$ cat src/rtl/coord_link_pkg.sv
// rtl/coord_link_pkg.sv - shared constants, FSM states and packet byte mapping for the coordinate link
package coord_link_pkg;

  localparam logic [7:0] PKT_HDR = 8'hAA;
  localparam int         PKT_LEN = 7;

  localparam logic [2:0] FLG_LOCK    = 3'd0;
  localparam logic [2:0] FLG_HIT     = 3'd1;
  localparam logic [2:0] FLG_SEQ_LSB = 3'd4;

  typedef enum logic [1:0] {
    IDLE,
    LOAD,
    WAIT,
    DONE
  } link_state_t;

  // Byte idx of a packet built from a snapshot; the checksum covers B1..B5 only
  function automatic logic [7:0] pkt_byte(
    input logic [2:0] idx,
    input logic [7:0] flags,
    input logic [9:0] x,
    input logic [9:0] y
  );
    logic [7:0] chk;
    chk = flags ^ {6'b0, x[9:8]} ^ x[7:0] ^ {6'b0, y[9:8]} ^ y[7:0];
    case (idx)
      3'd0:    pkt_byte = PKT_HDR;
      3'd1:    pkt_byte = flags;
      3'd2:    pkt_byte = {6'b0, x[9:8]};
      3'd3:    pkt_byte = x[7:0];
      3'd4:    pkt_byte = {6'b0, y[9:8]};
      3'd5:    pkt_byte = y[7:0];
      default: pkt_byte = chk;
    endcase
  endfunction

endpackage

$ cat src/rtl/uart_tx_byte.sv
// rtl/uart_tx_byte.sv - 8N1 serialiser for one byte, BAUD_DIV clocks per bit
module uart_tx_byte
  import coord_link_pkg::*;
#(
  parameter int BAUD_DIV = 217
) (
  input  logic       clk,
  input  logic       reset,
  input  logic       start,
  input  logic [7:0] data,
  output logic       tx,
  output logic       done,
  output logic       ready
);

  localparam int CNT_W = $clog2(BAUD_DIV);

  logic             active;
  logic [CNT_W-1:0] baud_cnt;
  logic [3:0]       bit_cnt;
  logic [8:0]       shreg;

  assign ready = ~active;

  // Start bit is driven on the start pulse; the shifter then walks data LSB first and ends on the stop bit
  always_ff @(posedge clk) begin
    if (reset) begin
      tx       <= 1'b1;
      done     <= 1'b0;
      active   <= 1'b0;
      baud_cnt <= '0;
      bit_cnt  <= '0;
      shreg    <= '1;
    end else begin
      done <= 1'b0;
      if (!active) begin
        if (start) begin
          shreg    <= {1'b1, data};
          tx       <= 1'b0;
          active   <= 1'b1;
          baud_cnt <= '0;
          bit_cnt  <= '0;
        end
      end else begin
        // done is raised so that it is high during the last clock of the stop bit
        if (bit_cnt == 4'd9 && baud_cnt == CNT_W'(BAUD_DIV - 2)) begin
          done <= 1'b1;
        end
        if (baud_cnt == CNT_W'(BAUD_DIV - 1)) begin
          baud_cnt <= '0;
          if (bit_cnt == 4'd9) begin
            active <= 1'b0;
            tx     <= 1'b1;
          end else begin
            bit_cnt <= bit_cnt + 4'd1;
            tx      <= shreg[0];
            shreg   <= {1'b1, shreg[8:1]};
          end
        end else begin
          baud_cnt <= baud_cnt + CNT_W'(1);
        end
      end
    end
  end

endmodule

$ cat src/rtl/target_coord_uart_tx.sv
// rtl/target_coord_uart_tx.sv - per-frame lock/target coordinate snapshot framed and sent as 8N1 UART
module target_coord_uart_tx
  import coord_link_pkg::*;
#(
  parameter int CLK_FREQ  = 25_000_000,
  parameter int BAUD      = 115200,
  parameter int FRAME_DIV = 1
) (
  input  logic       clk,
  input  logic       reset,
  input  logic       v_sync,
  input  logic       is_locked,
  input  logic       center_hit,
  input  logic [9:0] target_x,
  input  logic [9:0] target_y,
  output logic       tx,
  output logic       busy,
  output logic       pkt_sent,
  output logic       overrun
);

  localparam int BAUD_DIV = (CLK_FREQ + BAUD / 2) / BAUD;

  logic        v_sync_q;
  logic        tick;
  logic        req;
  logic [3:0]  div_cnt;

  link_state_t state;
  logic [2:0]  idx;
  logic [3:0]  seq;
  logic [7:0]  flags_q;
  logic [9:0]  x_q;
  logic [9:0]  y_q;
  logic [7:0]  flags_new;

  logic        start;
  logic [7:0]  byte_data;
  logic        byte_done;
  logic        byte_ready;

  assign tick = v_sync_q & ~v_sync;
  assign req  = tick & (div_cnt == 4'd0);

  // Delayed v_sync for falling-edge detection
  always_ff @(posedge clk) begin
    if (reset) begin
      v_sync_q <= 1'b0;
    end else begin
      v_sync_q <= v_sync;
    end
  end

  // Frame divider advances on every tick, including ones dropped as overruns
  always_ff @(posedge clk) begin
    if (reset) begin
      div_cnt <= '0;
    end else if (tick) begin
      if (div_cnt == 4'(FRAME_DIV - 1)) begin
        div_cnt <= '0;
      end else begin
        div_cnt <= div_cnt + 4'd1;
      end
    end
  end

  // Flags byte for a snapshot taken this cycle
  always_comb begin
    flags_new = 8'h00;
    flags_new[FLG_LOCK]         = is_locked;
    flags_new[FLG_HIT]          = center_hit;
    flags_new[FLG_SEQ_LSB +: 4] = seq;
  end

  // Packet sequencer: snapshot on request, then feed bytes one at a time to the serialiser
  always_ff @(posedge clk) begin
    if (reset) begin
      state     <= IDLE;
      idx       <= '0;
      seq       <= '0;
      flags_q   <= '0;
      x_q       <= '0;
      y_q       <= '0;
      start     <= 1'b0;
      byte_data <= '0;
      busy      <= 1'b0;
      pkt_sent  <= 1'b0;
      overrun   <= 1'b0;
    end else begin
      start    <= 1'b0;
      pkt_sent <= 1'b0;
      // busy is still high during DONE, so a tick landing there counts as an overrun
      overrun  <= req & busy;
      case (state)
        IDLE: begin
          if (req) begin
            flags_q <= flags_new;
            x_q     <= is_locked ? target_x : 10'd0;
            y_q     <= is_locked ? target_y : 10'd0;
            seq     <= seq + 4'd1;
            busy    <= 1'b1;
            idx     <= '0;
            state   <= LOAD;
          end
        end
        LOAD: begin
          if (byte_ready) begin
            byte_data <= pkt_byte(idx, flags_q, x_q, y_q);
            start     <= 1'b1;
            state     <= WAIT;
          end
        end
        WAIT: begin
          if (byte_done) begin
            idx <= idx + 3'd1;
            if (idx == 3'(PKT_LEN - 1)) begin
              state <= DONE;
            end else begin
              state <= LOAD;
            end
          end
        end
        DONE: begin
          pkt_sent <= 1'b1;
          busy     <= 1'b0;
          idx      <= '0;
          state    <= IDLE;
        end
        default: state <= IDLE;
      endcase
    end
  end

  uart_tx_byte #(
    .BAUD_DIV(BAUD_DIV)
  ) u_byte (
    .clk  (clk),
    .reset(reset),
    .start(start),
    .data (byte_data),
    .tx   (tx),
    .done (byte_done),
    .ready(byte_ready)
  );

endmodule

$ cat config.mk
export PLATFORM = sky130hd
export DESIGN_NAME = target_coord_uart_tx
export DESIGN_NICKNAME = d
export VERILOG_FILES = /design/src/rtl/coord_link_pkg.sv /design/src/rtl/uart_tx_byte.sv /design/src/rtl/target_coord_uart_tx.sv
export SDC_FILE = /design/constraint.sdc
export NUM_CORES = 1
export LEC_CHECK = 0
export ABC_CLOCK_PERIOD_IN_PS = 2200
export CAP_MARGIN = 40
export CORE_ASPECT_RATIO = 0.9
export CORE_UTILIZATION = 25
export CTS_CLUSTER_DIAMETER = 80
export DETAILED_ROUTE_END_ITERATION = 8
export RECOVER_POWER = 50
export SLEW_MARGIN = 20
export SYNTH_ARGS = -nofsm -noshare
export SYNTH_HDL_FRONTEND = slang
export SYNTH_SLANG_ARGS = --single-unit
$ cat constraint.sdc
create_clock -name clk -period 2.2 [get_ports clk]
set_input_delay 0.44 -clock clk [delete_from_list [all_inputs] [get_ports clk]]
set_output_delay 0.44 -clock clk [all_outputs]
set_load 0.02 [all_outputs]
* Word level (Yosys, flattened, before mapping)
Cells that the tools add are included. Widths: inputs -> output; s select.
Cells by class: add/subtract/negate cells 5, eq/ne operators 17, multiplexer cells 36, bitwise logic cells 10, reduce and logical (&&, ||, !) cells 16
Operators with widths (number):
- $pmux 8 s6 | 1
- $mux 9 | 4
- $mux 8 | 3
- $mux 10 | 2
- $mux 4 | 5
- $eq 8x8->1 const B | 2
- $xor 8x2->8 | 2
- $xor 8x8->8 | 2
- $add 4x1->4 const B | 3
- $mux 1 | 12
- $eq 3x3->1 const B | 3
- $pmux 3 s3 | 1
- $reduce_and 3->1 | 3
- $add 8x1->8 const B | 1
- $mux 2 | 4
- $ne 2x2->1 const B | 4
- $pmux 2 s4 | 1
- $reduce_and 2->1 | 4
- $eq 3x2->1 const B | 2
- $mux 3 | 2
- $eq 2x2->1 const B | 2
- $eq 4x4->1 const B | 1
- $logic_not 4->1 | 1
- $reduce_bool 2->1 | 2
- other kinds (12) | 17
Word-level totals: bits in registers 76, input bits 25, output and inout bits 4, word-level logic and storage cells 103

* Logic depth before layout (Yosys ltp)
Gate-level depths: netlist of the first run.
depth after elaboration 5, mapped depth 8, gate-level depth less buffers 6

* Modules after synthesis
Synthesis of the first run repeated with hierarchy kept, for this count alone.
Second synthesis, totals: cell total of the unflattened synthesis 447, area total of the unflattened synthesis 3741.1 um^2
Modules (own cells, without submodules):
- target_coord_uart_tx | times used 1, cells an instance 311, area each 2513.7 um^2, seq. area each 1041.0 um^2
- uart_tx_byte | times used 1, cells an instance 136, area each 1227.4 um^2, seq. area each 460.4 um^2

* Least setup slack after synthesis of the first run
Ideal clock, no wire load.
kind register -> register, start register div_cnt[0], end register x_q[9], setup time 132 ps, arrival 1763 ps, required time 2068 ps, path slack 304 ps, cell stages (with the launch flop) 9, path buffers 2, period minus slack after synthesis 1896 ps, cells stage by stage dfxtp_1 -> inv_1 -> ha_1 -> or3b_4 -> or4_1 -> buf_2 -> buf_2 -> nand2_1 -> a21oi_1
On the way: cells in the longest elaborated chain, start to end 3
RTL lines:
- start: declaration | line target_coord_uart_tx.sv:27 | logic [3:0] div_cnt;
- start signal: assignment | line target_coord_uart_tx.sv:62 | div_cnt <= div_cnt + 4'd1;
- $logic_not 4->1 | line target_coord_uart_tx.sv:43 | assign req = tick & (div_cnt == 4'd0);
- $and 1x1->1 | line target_coord_uart_tx.sv:43
- $reduce_and 2->1 (no line)
- end signal: assignment | line target_coord_uart_tx.sv:98 | x_q <= is_locked ? target_x : 10'd0;
- end: declaration | line target_coord_uart_tx.sv:33 | logic [9:0] x_q;
Every way passes these cells. A chain may end at the register's enable or synchronous reset.

* Final worst setup path of the first run
start register div_cnt[0], end register seq[2]
On the way: cells in the longest elaborated chain, start to end 3
RTL lines:
- $logic_not 4->1 | line target_coord_uart_tx.sv:43
- $and 1x1->1 | line target_coord_uart_tx.sv:43
- $reduce_and 2->1 (no line)
- end signal: assignment | line target_coord_uart_tx.sv:100 | seq <= seq + 4'd1;
- end: declaration | line target_coord_uart_tx.sv:31 | logic [3:0] seq;
Every way passes these cells.

==> summary.txt, run 1 <==
Drt
  • Wire length per cell: around 13 um
  • Via-per-instance ratio: between 4 and 5
  • First DRT Iteration DRCs: between 150 and 200
  • Detailed Route WL: 8190 um
  • Via count: ~3000
  • DRT Pass-1 Iters: 5
  • Drc violations: 0
  • DRT antenna net count: 0

Global route
  • Total grt overflow: 0
  • First-pass GRT wire length: between 10000 and 15000 um
  • Vias in the first global route: 2918
  • Largest net degree at the start of global routing: 39
  • GRT Total Usage: between 10% and 20%
  • Initial antenna violation count: 0

Floorplanning
  • Initial Util: between 20% and 30%
  • Die height: about 120 um
  • Chip Width: roughly 130 um
  • Area of the die: between 15000 and 20000 sq um
  • Core footprint: roughly 14000 sq um
  • # rows: 41
  • IO Count: 29

STA
  • Fmax achieved: 493 MHz
  • Final setup violation count: 0
  • Measured slew at the worst slew-check pin: 0.905 ns
  • Fin Setup TNS: 0 ns
  • Worst-case clock skew: ~0.0084 ns
  • Final min period: approximately 2.0 ns
  • RSZ-0062 raised after global routing: no
  • Crit share post-route: 92.2%
  • Max Slew Vio Count: 0
  • Final hold violation count: 0
  • Max_slew headroom: between 30% and 40%

Logic synthesis
  • Commonest cells post-synth: dfxtp_1 (75), nand2_1 (52), a21oi_1 (46), nand3_1 (30), nor2_1 (27)
  • Asr flop ratio synth: 0%
  • Top FF cell, synth: dfxtp_1
  • Number of synthesized flops with an enable pin: 0
  • Top cells by area in the synthesized netlist: dfxtp_1 (41%), a21oi_1 (6.3%), nand2_1 (5.3%), ha_1 (4.1%), nand3_1 (4.1%)
  • Yosys warns: 0
  • Synthesized area per cell: 8.58 sq um
  • Seq/Total Area, Yosys: between 40 and 50%
  • Post-synth cell types: 58
  • Syn_nets: approximately 460
  • Syn Inst Count: about 430
  • Post-synth top area share: between 40% and 50%
  • FF+latch count, synth: 75
  • Cell taking the most area after synthesis: dfxtp_1
  • Most frequent cell after synthesis: dfxtp_1
  • Mapped Area: 3650 sq um

Layout
  • Ant. Diodes: 0
  • Register area: 1500 sq um
  • Net count, final: ~490
  • Area growth syn-to-layout: 21.7%
  • Share of cells above drive strength 1: a little under 10%
  • Post-layout utilization of the core: a little under a third
  • Multi-input logic area: 1990 sq um
  • Fillers: 1546

Outcome
  • Status: finished, final reports clean

CTS
  • Post_cts resized: 0
  • Clock Path Buffers: 2
  • CTS Buf Count: 9
  • # Post-CTS Setup Buffers: 0
  • CTS tree: built
  • Clock Latency Late Sink: between 0.3 and 0.4 ns
  • Root Driver: clkbuf_16
  • Worst-path clk slew: roughly 0.060 ns
  • Clock sinks: between 70 and 80
  • Post-CTS Hold Buffers: 0
  • H-tree levels: 3

Min path
  • HP Class: reg2reg

Power and ir drop
  • PD cells: 666 nW/um^2
  • Peak VDD IR: 0.292 mV
  • Leak: between 1.5 and 2 nW

Setup path
  • CP Data Required Time: around 2.4 ns
  • Critical R2R Launch: div_cnt[0]$_SDFFE_PP0N_
  • Cells on worst reg2reg path: 6
  • Crit path to: seq[2]$_SDFFE_PP0P_
  • FF-to-FF End: seq[2]$_SDFFE_PP0P_
  • Type of origin of the critical path: flop
  • Critical path capture point type: flop
  • Critical path fanouts, max: 5
  • Worst R2R Setup Slack: roughly 0.17 ns
  • Critical path launch point: div_cnt[0]$_SDFFE_PP0N_
  • Arr. time, crit path: between 2 and 2.5 ns
  • Setup CP Type: reg2reg

Placed design
  • Detailed Place HPWL: just under 6000 um
  • # port buffers: 28
  • RD Place Congestion: approximately 0.83

Job
  • Maxcap violations: 0
==> per-layer routing <==
metal	vias to the layer above	global-route usage [%]	share of wire (%)
met3	10	2.47	2.9
met4	0	3.88	1.0
met5	-	0	0
met2	50	19.1	47
met1	1413	14.8	49
li1	1567	-	-
==> flip-flops by register name, summed over array words and instances, names as in the netlist, 2 cells and up <==
register         flops
x_q                 10
y_q                 10
byte_data            8
u_byte.baud_cnt      8
u_byte.shreg         8
flags_q              6
div_cnt              4
seq                  4
u_byte.bit_cnt       4
idx                  3
state                2
==> cells by family after synthesis <==
kind of cell | Yosys count | synth area share [%]
mux | 18 | 5.24
fa+ha+maj | 12 | 4.11
flops | 75 | 41.1
buf+inv | 42 | 4.62
compound gates | 102 | 18.2
simple gates | 163 | 22.3
xor+xnor | 14 | 4.49
==> area by class of cell <==
class | instances | share of cell area (%)
clock inverter | 4 | 0.563
sequential | 75 | 33.8
multi-input combinational | 309 | 44.7
tap | 193 | 5.43
timing repair buffer | 41 | 8.41
inverter | 16 | 1.35
clock buffer | 12 | 5.77
==> worst max-delay path, stage by stage, from the launching register on <==
cell	delay (ns)
dfxtp_1	0.34
inv_1	0.08
ha_1	0.16
or3b_4	0.41
or4_1	0.46
or3_1	0.33
a21oi_1	0.16
==> per-stage QoR <==
| step | instance area (sq um) | setup WS [ns] | hold slack (ns) | total power, W | instances |
|---|---|---|---|---|---|
| 3_5_place_dp | 4180 | 0.0650 | 0.458 | 0.00163 | 634 |
| 5_1_grt | 4450 | 0.0675 | 0.485 | 0.00309 | 650 |
| 3_3_place_gp | 4180 | 0.0994 | 0.440 | 0.00163 | 634 |
| 6_report | 4450 | 0.171 | 0.465 | 0.00296 | 650 |
| 4_1_cts | 4460 | 0.176 | 0.466 | 0.00300 | 650 |
| 2_1_floorplan | 3650 | 0.304 | 0.432 | 0.00154 | 426 |
==> how the worst min path moves through the flow <==
stage                               to           startpoint  slack, ns  cells after the start
6_report       flags_q[7]$_SDFFE_PP0P_  seq[3]$_SDFFE_PP0P_       0.46                      2
5_1_grt            y_q[9]$_SDFFE_PP0P_  y_q[9]$_SDFFE_PP0P_       0.48                      2
4_1_cts            y_q[9]$_SDFFE_PP0P_  y_q[9]$_SDFFE_PP0P_       0.47                      2
3_5_place_dp   flags_q[7]$_SDFFE_PP0P_  seq[3]$_SDFFE_PP0P_       0.46                      2
3_3_place_gp   flags_q[7]$_SDFFE_PP0P_  seq[3]$_SDFFE_PP0P_       0.44                      2
2_1_floorplan  flags_q[7]$_SDFFE_PP0P_  seq[3]$_SDFFE_PP0P_       0.43                      2
==> where the power goes <==
part | switching (W) | internal (W) | leakage (nW) | total, W
registers | 0.0000223 | 0.00138 | 0.607 | 0.00141
clock network | 0.000544 | 0.000821 | 0.135 | 0.00136
logic | 0.0000926 | 0.0000995 | 0.811 | 0.000192
total | 0.000659 | 0.00230 | 1.55 | 0.00296
==> cells in the final DEF (no fill, tap or decap), types with 3 or more instances in the layout <==
cell type / n
nand2b_1: 14
mux2_2: 9
dfxtp_1: 75
xnor3_1: 3
buf_4: 9
xor2_1: 5
nand3b_1: 8
dlygate4sd3_1: 4
clkbuf_16: 9
a211oi_1: 3
a21oi_1: 46
xnor2_1: 6
nand4_1: 3
o32ai_1: 3
nor3_1: 5
a311oi_1: 7
or3_1: 3
nand3_1: 30
a22oi_1: 4
ha_1: 12
inv_1: 16
nor2_1: 27
nor2b_1: 5
clkdlybuf4s50_1: 23
mux2i_1: 9
nand2_1: 52
clkbuf_1: 4
o21ai_0: 13
No activity file was read; power rests on OpenSTA's default activity.
==> inputs of run 2 (changes only) <==
--- a/config.mk
+++ b/config.mk
@@ -7,10 +7,13 @@
 export LEC_CHECK = 0
 export ABC_CLOCK_PERIOD_IN_PS = 2200
 export CAP_MARGIN = 40
+export CELL_PAD_IN_SITES_DETAIL_PLACEMENT = 1
+export CELL_PAD_IN_SITES_GLOBAL_PLACEMENT = 1
 export CORE_ASPECT_RATIO = 0.9
 export CORE_UTILIZATION = 25
 export CTS_CLUSTER_DIAMETER = 80
 export DETAILED_ROUTE_END_ITERATION = 8
+export PLACE_DENSITY_LB_ADDON = 0.1
 export RECOVER_POWER = 50
 export SLEW_MARGIN = 20
 export SYNTH_ARGS = -nofsm -noshare
==> run 2 against run 1 <==
Against the previous run:
- wire length rose by 18%
- first-iteration DRC count fell by 51%
- via count rose by 1.9%
- cell count rose by 0.31%
- setup slack got worse by 0.0063 ns
- die area did not move
- sequential share of layout area rose by 0.11 points
- non-clock buffer count rose by 2
- flip-flop and latch count did not move
- critical path depth did not move
- clock power fell by 4%
==> summary.txt, run 2 (synthesis results as in run 1) <==
CTS
  • Post-CTS Hold Buffers: 0
  • Clock sinks: 75
  • Post_cts resized: 0
  • CTS tree: built
  • Clock Path Buffers: 2
  • # Post-CTS Setup Buffers: 0
  • CTS Buf Count: 9
  • Clock Latency Late Sink: about 0.34 ns
  • Worst-path clk slew: roughly 0.060 ns
  • H-tree levels: 3
  • Root Driver: clkbuf_16

Setup path
  • Arr. time, crit path: 2.31 ns
  • Critical R2R Launch: div_cnt[0]$_SDFFE_PP0N_
  • CP Data Required Time: approximately 2.5 ns
  • Critical path capture point type: flop
  • Cells on worst reg2reg path: 6
  • Worst R2R Setup Slack: around 0.16 ns
  • FF-to-FF End: seq[2]$_SDFFE_PP0P_
  • Critical path launch point: div_cnt[0]$_SDFFE_PP0N_
  • Crit path to: seq[2]$_SDFFE_PP0P_
  • Critical path fanouts, max: 5
  • Setup CP Type: reg2reg
  • Type of origin of the critical path: flop

Floorplanning
  • Initial Util: around a quarter
  • Die height: roughly 120 um
  • # rows: 41
  • IO Count: 29
  • Chip Width: roughly 130 um
  • Core footprint: approximately 14000 sq um
  • Area of the die: between 15000 and 20000 sq um

Drt
  • DRT Pass-1 Iters: 4
  • Via count: 3099
  • Drc violations: 0
  • Via-per-instance ratio: ~4.8
  • Wire length per cell: between 10 and 15 um
  • First DRT Iteration DRCs: between 80 and 90
  • Detailed Route WL: between 9000 and 10000 um
  • DRT antenna net count: 0

Placed design
  • Post-Place Setup Slack: about 0.073 ns
  • # port buffers: 28
  • RD Place Congestion: slightly below 0.7
  • Detailed Place HPWL: 7090 um

STA
  • RSZ-0062 raised after global routing: no
  • Crit share post-route: around 93%
  • Final setup violation count: 0
  • Worst-case clock skew: between 0.006 and 0.007 ns
  • Max Slew Vio Count: 0
  • Fin Setup TNS: 0 ns
  • Max_slew headroom: 50.2%
  • Fmax achieved: roughly 490 MHz
  • Setup slack after layout: between 0.15 and 0.2 ns
  • Final min period: ~2.0 ns
  • Measured slew at the worst slew-check pin: ~0.75 ns
  • Final hold violation count: 0

Layout
  • Area growth syn-to-layout: 21.3%
  • Ant. Diodes: 0
  • Most frequent cells in the layout: dfxtp_1 (75), nand2_1 (52), a21oi_1 (46)
  • Net count, final: about 490
  • Most common cell after layout, fill and taps aside: dfxtp_1
  • Share of cells above drive strength 1: 9.37%
  • Largest regs: x_q x10, y_q x10

Global route
  • Largest net degree at the start of global routing: 38
  • First-pass GRT wire length: about 16000 um
  • Initial antenna violation count: 0
  • Total grt overflow: 0
  • Vias in the first global route: between 3000 and 4000
  • GRT Total Usage: ~14%

Outcome
  • Status: finished, final reports clean

Min path
  • HP Class: reg2reg

Power and ir drop
  • PD cells: approximately 660 nW/um^2
  • Leak: between 1.5 and 2 nW
  • Power Total: a little under 0.003 W
  • Peak VDD IR: 0.355 mV

Job
  • Maxcap violations: 0
## run 2: metrics by stage
| step | hold WS (ns) | cell area (sq um) | util, % | std cells |
|---|---|---|---|---|
| 2_1_floorplan | 0.432 | 3650 | - | 426 |
| 3_3_place_gp | 0.446 | 4190 | 29.6 | 636 |
| 3_5_place_dp | 0.456 | 4190 | 29.6 | 636 |
| 4_1_cts | 0.465 | 4450 | 31.4 | 652 |
| 5_1_grt | 0.494 | 4430 | 31.3 | 652 |
| 6_report | 0.463 | 4430 | 31.3 | 652 |
## run 2: layer usage
metal | up-vias | routed length, um | global-route usage (%)
met4 | 0 | 115 | 3.95
met2 | 18 | 4180 | 20.8
met1 | 1496 | 5060 | 18.9
met3 | 11 | 260 | 4.35
met5 | - | 0 | 0
li1 | 1574 | - | -
## run 2: area by class of cell
| type | instances | area [sq um] |
|---|---|---|
| well taps | 193 | 241 |
| clock buffers | 13 | 240 |
| clock inverters | 3 | 15.0 |
| repair buffers | 43 | 393 |
| flip-flops and latches | 75 | 1500 |
| inverters | 16 | 60.1 |
| multi-input cells | 309 | 1980 |
| fillers | 1676 | 9730 |
## run 2: power by group
group          switching (W)  internal [W]
combinational      0.0000972      0.000101
sequential         0.0000223       0.00138
clock               0.000555      0.000758
total               0.000674       0.00224
## run 2: worst min path at each step
stage / from / to / slack [ns] / cells past startpoint
global route: seq[3]$_SDFFE_PP0P_ / flags_q[7]$_SDFFE_PP0P_ / 0.49 / 2
floorplan: seq[3]$_SDFFE_PP0P_ / flags_q[7]$_SDFFE_PP0P_ / 0.43 / 2
finish: seq[3]$_SDFFE_PP0P_ / flags_q[7]$_SDFFE_PP0P_ / 0.46 / 2
CTS: seq[3]$_SDFFE_PP0P_ / flags_q[7]$_SDFFE_PP0P_ / 0.46 / 2
detailed placement: seq[3]$_SDFFE_PP0P_ / flags_q[7]$_SDFFE_PP0P_ / 0.46 / 2
global placement: seq[3]$_SDFFE_PP0P_ / flags_q[7]$_SDFFE_PP0P_ / 0.45 / 2
## run 2: worst max-delay path: stages (launching register included)
cell and delay (ns):
dfxtp_1 0.34, inv_1 0.09, ha_1 0.17, or3b_4 0.42, or4_1 0.46, or3_1 0.33, a21oi_1 0.15
==> inputs of run 3 (changes only) <==
--- a/config.mk
+++ b/config.mk
@@ -6,7 +6,6 @@
 export NUM_CORES = 1
 export LEC_CHECK = 0
 export ABC_CLOCK_PERIOD_IN_PS = 2200
-export CAP_MARGIN = 40
 export CELL_PAD_IN_SITES_DETAIL_PLACEMENT = 1
 export CELL_PAD_IN_SITES_GLOBAL_PLACEMENT = 1
 export CORE_ASPECT_RATIO = 0.9
@@ -15,6 +14,7 @@
 export DETAILED_ROUTE_END_ITERATION = 8
 export PLACE_DENSITY_LB_ADDON = 0.1
 export RECOVER_POWER = 50
+export SKIP_LAST_GASP = 1
 export SLEW_MARGIN = 20
 export SYNTH_ARGS = -nofsm -noshare
 export SYNTH_HDL_FRONTEND = slang
==> results of run 3 <==
No change in the layout: final DEF, timing and power equal those of run 2.
